`config.mk`:
```
export PLATFORM = sky130hd
export DESIGN_NAME = enemy_draw
export DESIGN_NICKNAME = d
export VERILOG_FILES = /design/src/rtl/enemy_draw.sv
export SDC_FILE = /design/constraint.sdc
export NUM_CORES = 1
export LEC_CHECK = 0
export CORE_MARGIN = 2
export CORE_UTILIZATION = 60
export CTS_CLUSTER_SIZE = 40
export DETAILED_ROUTE_END_ITERATION = 10
export GPL_ROUTABILITY_DRIVEN = 1
export PLACE_DENSITY = 0.87
export SETUP_SLACK_MARGIN = 0.4
export SLEW_MARGIN = 30
export SYNTH_ARGS = -nofsm -noshare
export SYNTH_HDL_FRONTEND = slang
export SYNTH_SLANG_ARGS = --single-unit
```
`constraint.sdc`:
```
create_clock -name clock -period 4.36 [get_ports clock]
set_input_delay 0.654 -clock clock [delete_from_list [all_inputs] [get_ports clock]]
set_output_delay 0.654 -clock clock [all_outputs]
set_load 0.005 [all_outputs]
```
`src/rtl/enemy_draw.sv`:
```
// enemy_draw: sprite engine for the enemy box. Each accepted go request erases
// the box, steps it along a bounce-and-drop path, then redraws it, emitting
// one pixel per cycle on x/y/color qualified by plot.
//
// Handshake: go/kill are sampled only on a rising edge where the engine is
// idle and the enemy is alive; any request while busy=1 is dropped, not queued.
// done pulses for one cycle at the end of each accepted request.
module enemy_draw #(
    parameter int         SIZE    = 4,
    parameter logic [7:0] START_X = 8'd0,
    parameter logic [7:0] START_Y = 8'd10,
    parameter logic [7:0] X_MIN   = 8'd0,
    parameter logic [7:0] X_MAX   = 8'd156,
    parameter logic [7:0] Y_MAX   = 8'd112,
    parameter logic [7:0] STEP    = 8'd1,
    parameter logic [7:0] DROP    = 8'd4,
    parameter logic [2:0] COLOR   = 3'b100
) (
    input  logic       clock,
    input  logic       resetn,
    input  logic       go,
    input  logic       kill,
    output logic [7:0] x,
    output logic [7:0] y,
    output logic [2:0] color,
    output logic       plot,
    output logic       busy,
    output logic       done,
    output logic       alive
);

    typedef enum logic [2:0] {
        S_IDLE,
        S_ERASE,
        S_UPDATE,
        S_DRAW,
        S_DONE
    } state_t;

    localparam logic [3:0] LAST = 4'(SIZE - 1);

    state_t     state;
    logic [7:0] pos_x;
    logic [7:0] pos_y;
    logic       dir;
    logic       kill_q;
    logic [3:0] dx;
    logic [3:0] dy;

    logic [8:0] right_sum;
    logic [8:0] left_lim;
    logic [8:0] drop_sum;
    logic [7:0] drop_y;
    logic [7:0] new_x;
    logic [7:0] new_y;
    logic       new_dir;
    logic [3:0] nxt_dx;
    logic [3:0] nxt_dy;
    logic       last_px;

    // Next position/direction along the bounce-and-drop path (9-bit so no wrap)
    always_comb begin
        right_sum = {1'b0, pos_x} + {1'b0, STEP};
        left_lim  = {1'b0, X_MIN} + {1'b0, STEP};
        drop_sum  = {1'b0, pos_y} + {1'b0, DROP};
        drop_y    = (drop_sum > {1'b0, Y_MAX}) ? Y_MAX : drop_sum[7:0];
        new_x     = pos_x;
        new_y     = pos_y;
        new_dir   = dir;
        if (!dir) begin
            if (right_sum > {1'b0, X_MAX}) begin
                new_x   = X_MAX;
                new_dir = 1'b1;
                new_y   = drop_y;
            end else begin
                new_x = right_sum[7:0];
            end
        end else begin
            if ({1'b0, pos_x} < left_lim) begin
                new_x   = X_MIN;
                new_dir = 1'b0;
                new_y   = drop_y;
            end else begin
                new_x = pos_x - STEP;
            end
        end
    end

    // Row-major scan counter advance; dx is the fast index
    always_comb begin
        last_px = (dx == LAST) && (dy == LAST);
        nxt_dx  = (dx == LAST) ? 4'd0 : dx + 4'd1;
        nxt_dy  = (dx == LAST) ? dy + 4'd1 : dy;
    end

    // Control FSM; pixel outputs are registered for the cycle being entered
    always_ff @(posedge clock or negedge resetn) begin
        if (!resetn) begin
            state  <= S_IDLE;
            pos_x  <= START_X;
            pos_y  <= START_Y;
            dir    <= 1'b0;
            alive  <= 1'b1;
            kill_q <= 1'b0;
            dx     <= 4'd0;
            dy     <= 4'd0;
            x      <= 8'd0;
            y      <= 8'd0;
            color  <= 3'b000;
            plot   <= 1'b0;
            busy   <= 1'b0;
            done   <= 1'b0;
        end else begin
            case (state)
                S_IDLE: begin
                    done <= 1'b0;
                    if (go && alive) begin
                        state  <= S_ERASE;
                        kill_q <= kill;
                        dx     <= 4'd0;
                        dy     <= 4'd0;
                        x      <= pos_x;
                        y      <= pos_y;
                        color  <= 3'b000;
                        plot   <= 1'b1;
                        busy   <= 1'b1;
                    end
                end
                S_ERASE: begin
                    if (last_px) begin
                        dx   <= 4'd0;
                        dy   <= 4'd0;
                        plot <= 1'b0;
                        if (kill_q) begin
                            state <= S_DONE;
                            done  <= 1'b1;
                            alive <= 1'b0;
                        end else begin
                            state <= S_UPDATE;
                        end
                    end else begin
                        dx <= nxt_dx;
                        dy <= nxt_dy;
                        x  <= pos_x + 8'(nxt_dx);
                        y  <= pos_y + 8'(nxt_dy);
                    end
                end
                S_UPDATE: begin
                    state <= S_DRAW;
                    pos_x <= new_x;
                    pos_y <= new_y;
                    dir   <= new_dir;
                    dx    <= 4'd0;
                    dy    <= 4'd0;
                    x     <= new_x;
                    y     <= new_y;
                    color <= COLOR;
                    plot  <= 1'b1;
                end
                S_DRAW: begin
                    if (last_px) begin
                        state <= S_DONE;
                        dx    <= 4'd0;
                        dy    <= 4'd0;
                        plot  <= 1'b0;
                        color <= 3'b000;
                        done  <= 1'b1;
                    end else begin
                        dx <= nxt_dx;
                        dy <= nxt_dy;
                        x  <= pos_x + 8'(nxt_dx);
                        y  <= pos_y + 8'(nxt_dy);
                    end
                end
                S_DONE: begin
                    state  <= S_IDLE;
                    done   <= 1'b0;
                    busy   <= 1'b0;
                    kill_q <= 1'b0;
                end
                default: begin
                    state <= S_IDLE;
                    plot  <= 1'b0;
                    busy  <= 1'b0;
                    done  <= 1'b0;
                end
            endcase
        end
    end

endmodule
```
==> flow_summary.ini <==
[placement]
dp_hpwl_um = 5760
port_buffers = 24
globalplace.congestion = 0.944

[timing]
clock.fmax_ghz = 0.319
finalCritPeriodShare = 0.718
hold_viol = 0
rsz0062_at_grt = false
timing.hold.ws_ns = 0.353
fin_worst_skew_ns = 0.00617
fin_setup_tns_ns = 0
period_needed_ns = 3.13
maxSlewHeadroom = 0.535
finalSetupViolCount = 0
worst_pin_slew_ns = 0.698
slew_viol_final = 0

[floorplanning]
start_util = 0.620
rows = 27
fp.coreArea_sq_mm = 0.00551
die_w_um = 79.5
ioPinCount = 27
fp.dieH_um = 79.5
die_area_sq_mm = 0.00631

[cts]
postCtsSetupBuffers = 0
post_cts_resize_count = 0
holdBufCountCts = 0
cts_max_path_buffers = 2
cts_num_sinks = 50
clkLatencyLatePin_ns = 0.31
cts-root-buf = clkbuf_8
h-tree-depth = 2
clkTransAtPathRegs_ns = 0.09
cts_tree = done
cts_buffers = 5

[worst_setup_path]
required_ns = 4.56
rr_worst_depth = 10
cp_common_cell = a21oi_1
end_kind = register
worstSetupPathType = reg2reg
rrSetupSlack_ns = 1.23
cp_num_cells = 10
cp_cell_sequence = ha_1 -> nor3b_2 -> mux2_2 -> fa_1 -> a21o_1 -> a21oi_1 -> nor3_1 -> a21oi_1 -> a21boi_0 -> a311o_1
arrival_ns = 3.33
path_buf_inv = 0
cp_max_fo = 8
crit_slowest_cell = nor3b_2
critical-path-top-delay-family = compound AO/OA/AOI/OAI gates
r2r_start = dx[0]$_DFFE_PN0P_
cp-start-kind = register
critPathMaxStageDelay_ns = 0.47
r2r-end = y[4]$_DFFE_PN0P_

[route]
wirelength_um = 8500
wire_per_inst_um = 18.2
drt_iter0_drc = 341
ant_nets = 0
via_per_inst = 6.79
drc = 0
dr.pass1.iters = 5
routed-via-count = 3180

[yosys]
synth_top_flop_cell = dfrtp_1
syn_area_sq_mm = 0.00342
synth_seq_area_share = 0.367
synth-seq-cells = 50
synth.distinct_cells = 71
ys_warn_count = 0
synth_edf_count = 0
synth-async-reset-ratio = 1.00
avgSynthCellArea_sq_um = 8.80
syn_inst = 388

[grt]
grt_pass1_vias = 2899
grt_use_total = 0.281
grt_first_pass_wirelength_um = 14100
grt_overflow_total = 0
grt_max_degree = 51
antenna_found_initial = 0

[cells_and_area]
num_antenna_cells = 0
layout_common_cells = 47 x dfrtp_1, 34 x nor2_1, 27 x o21ai_0, 23 x a21oi_1, 23 x clkdlybuf4s50_1
syn_to_final_growth_pct = 10.0
final_common_cell = dfrtp_1
fillerInstances = 419
fin_util = 0.683
fin_nets = 416
drive_above_1_share = 0.0631

[power_and_ir_drop]
ir_drop_v = 0.000191
leakagePower_nw = 1.58
power_density_mw_per_mm2 = 213

[worst_hold_path]
hold_path_class = in2async

[job]
max_cap_viol_count = 0

[outcome]
status = complete, no violations
## worst register-to-register path: cells and delay by family, from the launching register on
| family | cells | cell delay [ns] |
|---|---|---|
| AOI/OAI and AO/OA | 5 | 1.02 |
| adders and majority gates | 2 | 0.63 |
| and+or+nand+nor | 2 | 0.55 |
| muxes | 1 | 0.44 |
| DFF | 1 | 0.41 |
## state kept, by name (all words and copies together) (netlist names)
name,cells
done,1
plot,1
alive,1
y,8
color,1
state,3
dx,4
x,8
kill_q,1
pos_x,8
pos_y,8
busy,1
dir,1
dy,4
## synthesized netlist by cell type, types with 2 or more instances
| cell | n | area share |
|---|---|---|
| a41oi_1 | 2 | 0.0051 |
| o211ai_1 | 5 | 0.011 |
| o22ai_1 | 5 | 0.0092 |
| a31o_2 | 2 | 0.0051 |
| a32o_1 | 5 | 0.015 |
| and3_1 | 4 | 0.0073 |
| fa_1 | 2 | 0.012 |
| xor2_1 | 4 | 0.010 |
| a21o_1 | 13 | 0.029 |
| or3_1 | 3 | 0.0055 |
| a21boi_0 | 4 | 0.0088 |
| nor4b_1 | 2 | 0.0051 |
| a311o_1 | 3 | 0.0088 |
| dfstp_2 | 3 | 0.023 |
| o311ai_0 | 2 | 0.0051 |
| o21ai_0 | 27 | 0.040 |
| and4_1 | 2 | 0.0051 |
| clkbuf_1 | 22 | 0.024 |
| nor2_1 | 34 | 0.037 |
| and2_1 | 4 | 0.0073 |
| o22a_1 | 2 | 0.0051 |
| a22oi_1 | 2 | 0.0044 |
| nand2b_1 | 6 | 0.011 |
| nor2b_1 | 4 | 0.0073 |
| ha_1 | 15 | 0.055 |
| buf_2 | 4 | 0.0059 |
| nand4_1 | 5 | 0.0092 |
| nor3_1 | 8 | 0.012 |
| a21oi_1 | 23 | 0.034 |
| nand2_1 | 20 | 0.022 |
| o21a_1 | 4 | 0.0088 |
| xnor2_1 | 9 | 0.023 |
| a221oi_1 | 6 | 0.015 |
| o31ai_1 | 5 | 0.011 |
| dfrtp_1 | 47 | 0.34 |
| a31oi_1 | 7 | 0.013 |
| or4_1 | 2 | 0.0044 |
| buf_4 | 2 | 0.0044 |
| a22o_1 | 2 | 0.0051 |
| inv_1 | 14 | 0.015 |
| nand3_1 | 17 | 0.025 |
| a211oi_1 | 6 | 0.013 |
| nor3b_1 | 2 | 0.0044 |
## routing by layer
| metal | wire [um] | vias to the layer above | GRT usage | part of all wire |
|---|---|---|---|---|
| li1 | - | 1467 | - | - |
| met1 | 3840 | 1533 | 0.416 | 0.45 |
| met2 | 3930 | 170 | 0.426 | 0.46 |
| met3 | 602 | 10 | 0.0430 | 0.071 |
| met4 | 126 | 0 | 0.0879 | 0.015 |
| met5 | 0 | - | 0 | 0 |
## stage by stage
stage          total power [mW]  instances  setup slack, ns  area, sq um
5_1_grt                   0.825        468            0.982         3760
4_1_cts                   0.806        468             1.28         3760
3_3_place_gp              0.485        460             1.31         3650
6_report                  0.800        468             1.23         3760
3_5_place_dp              0.485        460             1.25         3650
2_1_floorplan             0.474        389             1.57         3420
## cells by family after synthesis
| logic type | count (synthesis) | synth area share |
|---|---|---|
| AO/OA/AOI/OAI | 140 | 0.285 |
| AND/OR/NAND/NOR | 122 | 0.189 |
| flip-flops | 50 | 0.367 |
| buffers and inverters | 43 | 0.0509 |
| adder cells (fa/ha/maj) | 17 | 0.0667 |
| XOR/XNOR | 13 | 0.0333 |
| multiplexers | 2 | 0.00623 |
| other | 1 | 0.00110 |
## worst max path at each step
stage,slack (ns),start,endpoint
6_report,1.23,dx[0]$_DFFE_PN0P_,y[4]$_DFFE_PN0P_
5_1_grt,0.98,dx[0]$_DFFE_PN0P_,y[4]$_DFFE_PN0P_
4_1_cts,1.28,dx[0]$_DFFE_PN0P_,y[4]$_DFFE_PN0P_
3_5_place_dp,1.25,go,x[2]$_DFFE_PN0P_
3_3_place_gp,1.31,go,x[4]$_DFFE_PN0P_
2_1_floorplan,1.57,dx[0]$_DFFE_PN0P_,y[4]$_DFFE_PN0P_
## final cells by class
class | count | area (sq um) | share of cell area
sequential | 50 | 1250 | 0.334
tap | 72 | 90.1 | 0.0240
inverter | 15 | 56.3 | 0.0150
clock inverter | 1 | 30.0 | 0.00799
timing repair buffer | 27 | 260 | 0.0692
clock buffer | 7 | 76.3 | 0.0203
multi-input combinational | 296 | 1990 | 0.530
## where the power goes
part	switching (mW)	leakage (nW)	internal (mW)	total, mW
combinational	0.00935	0.887	0.00214	0.0115
clock	0.153	0.0524	0.172	0.325
sequential	0	0.641	0.463	0.463
Note: power is estimated with default switching activity, not from simulation.
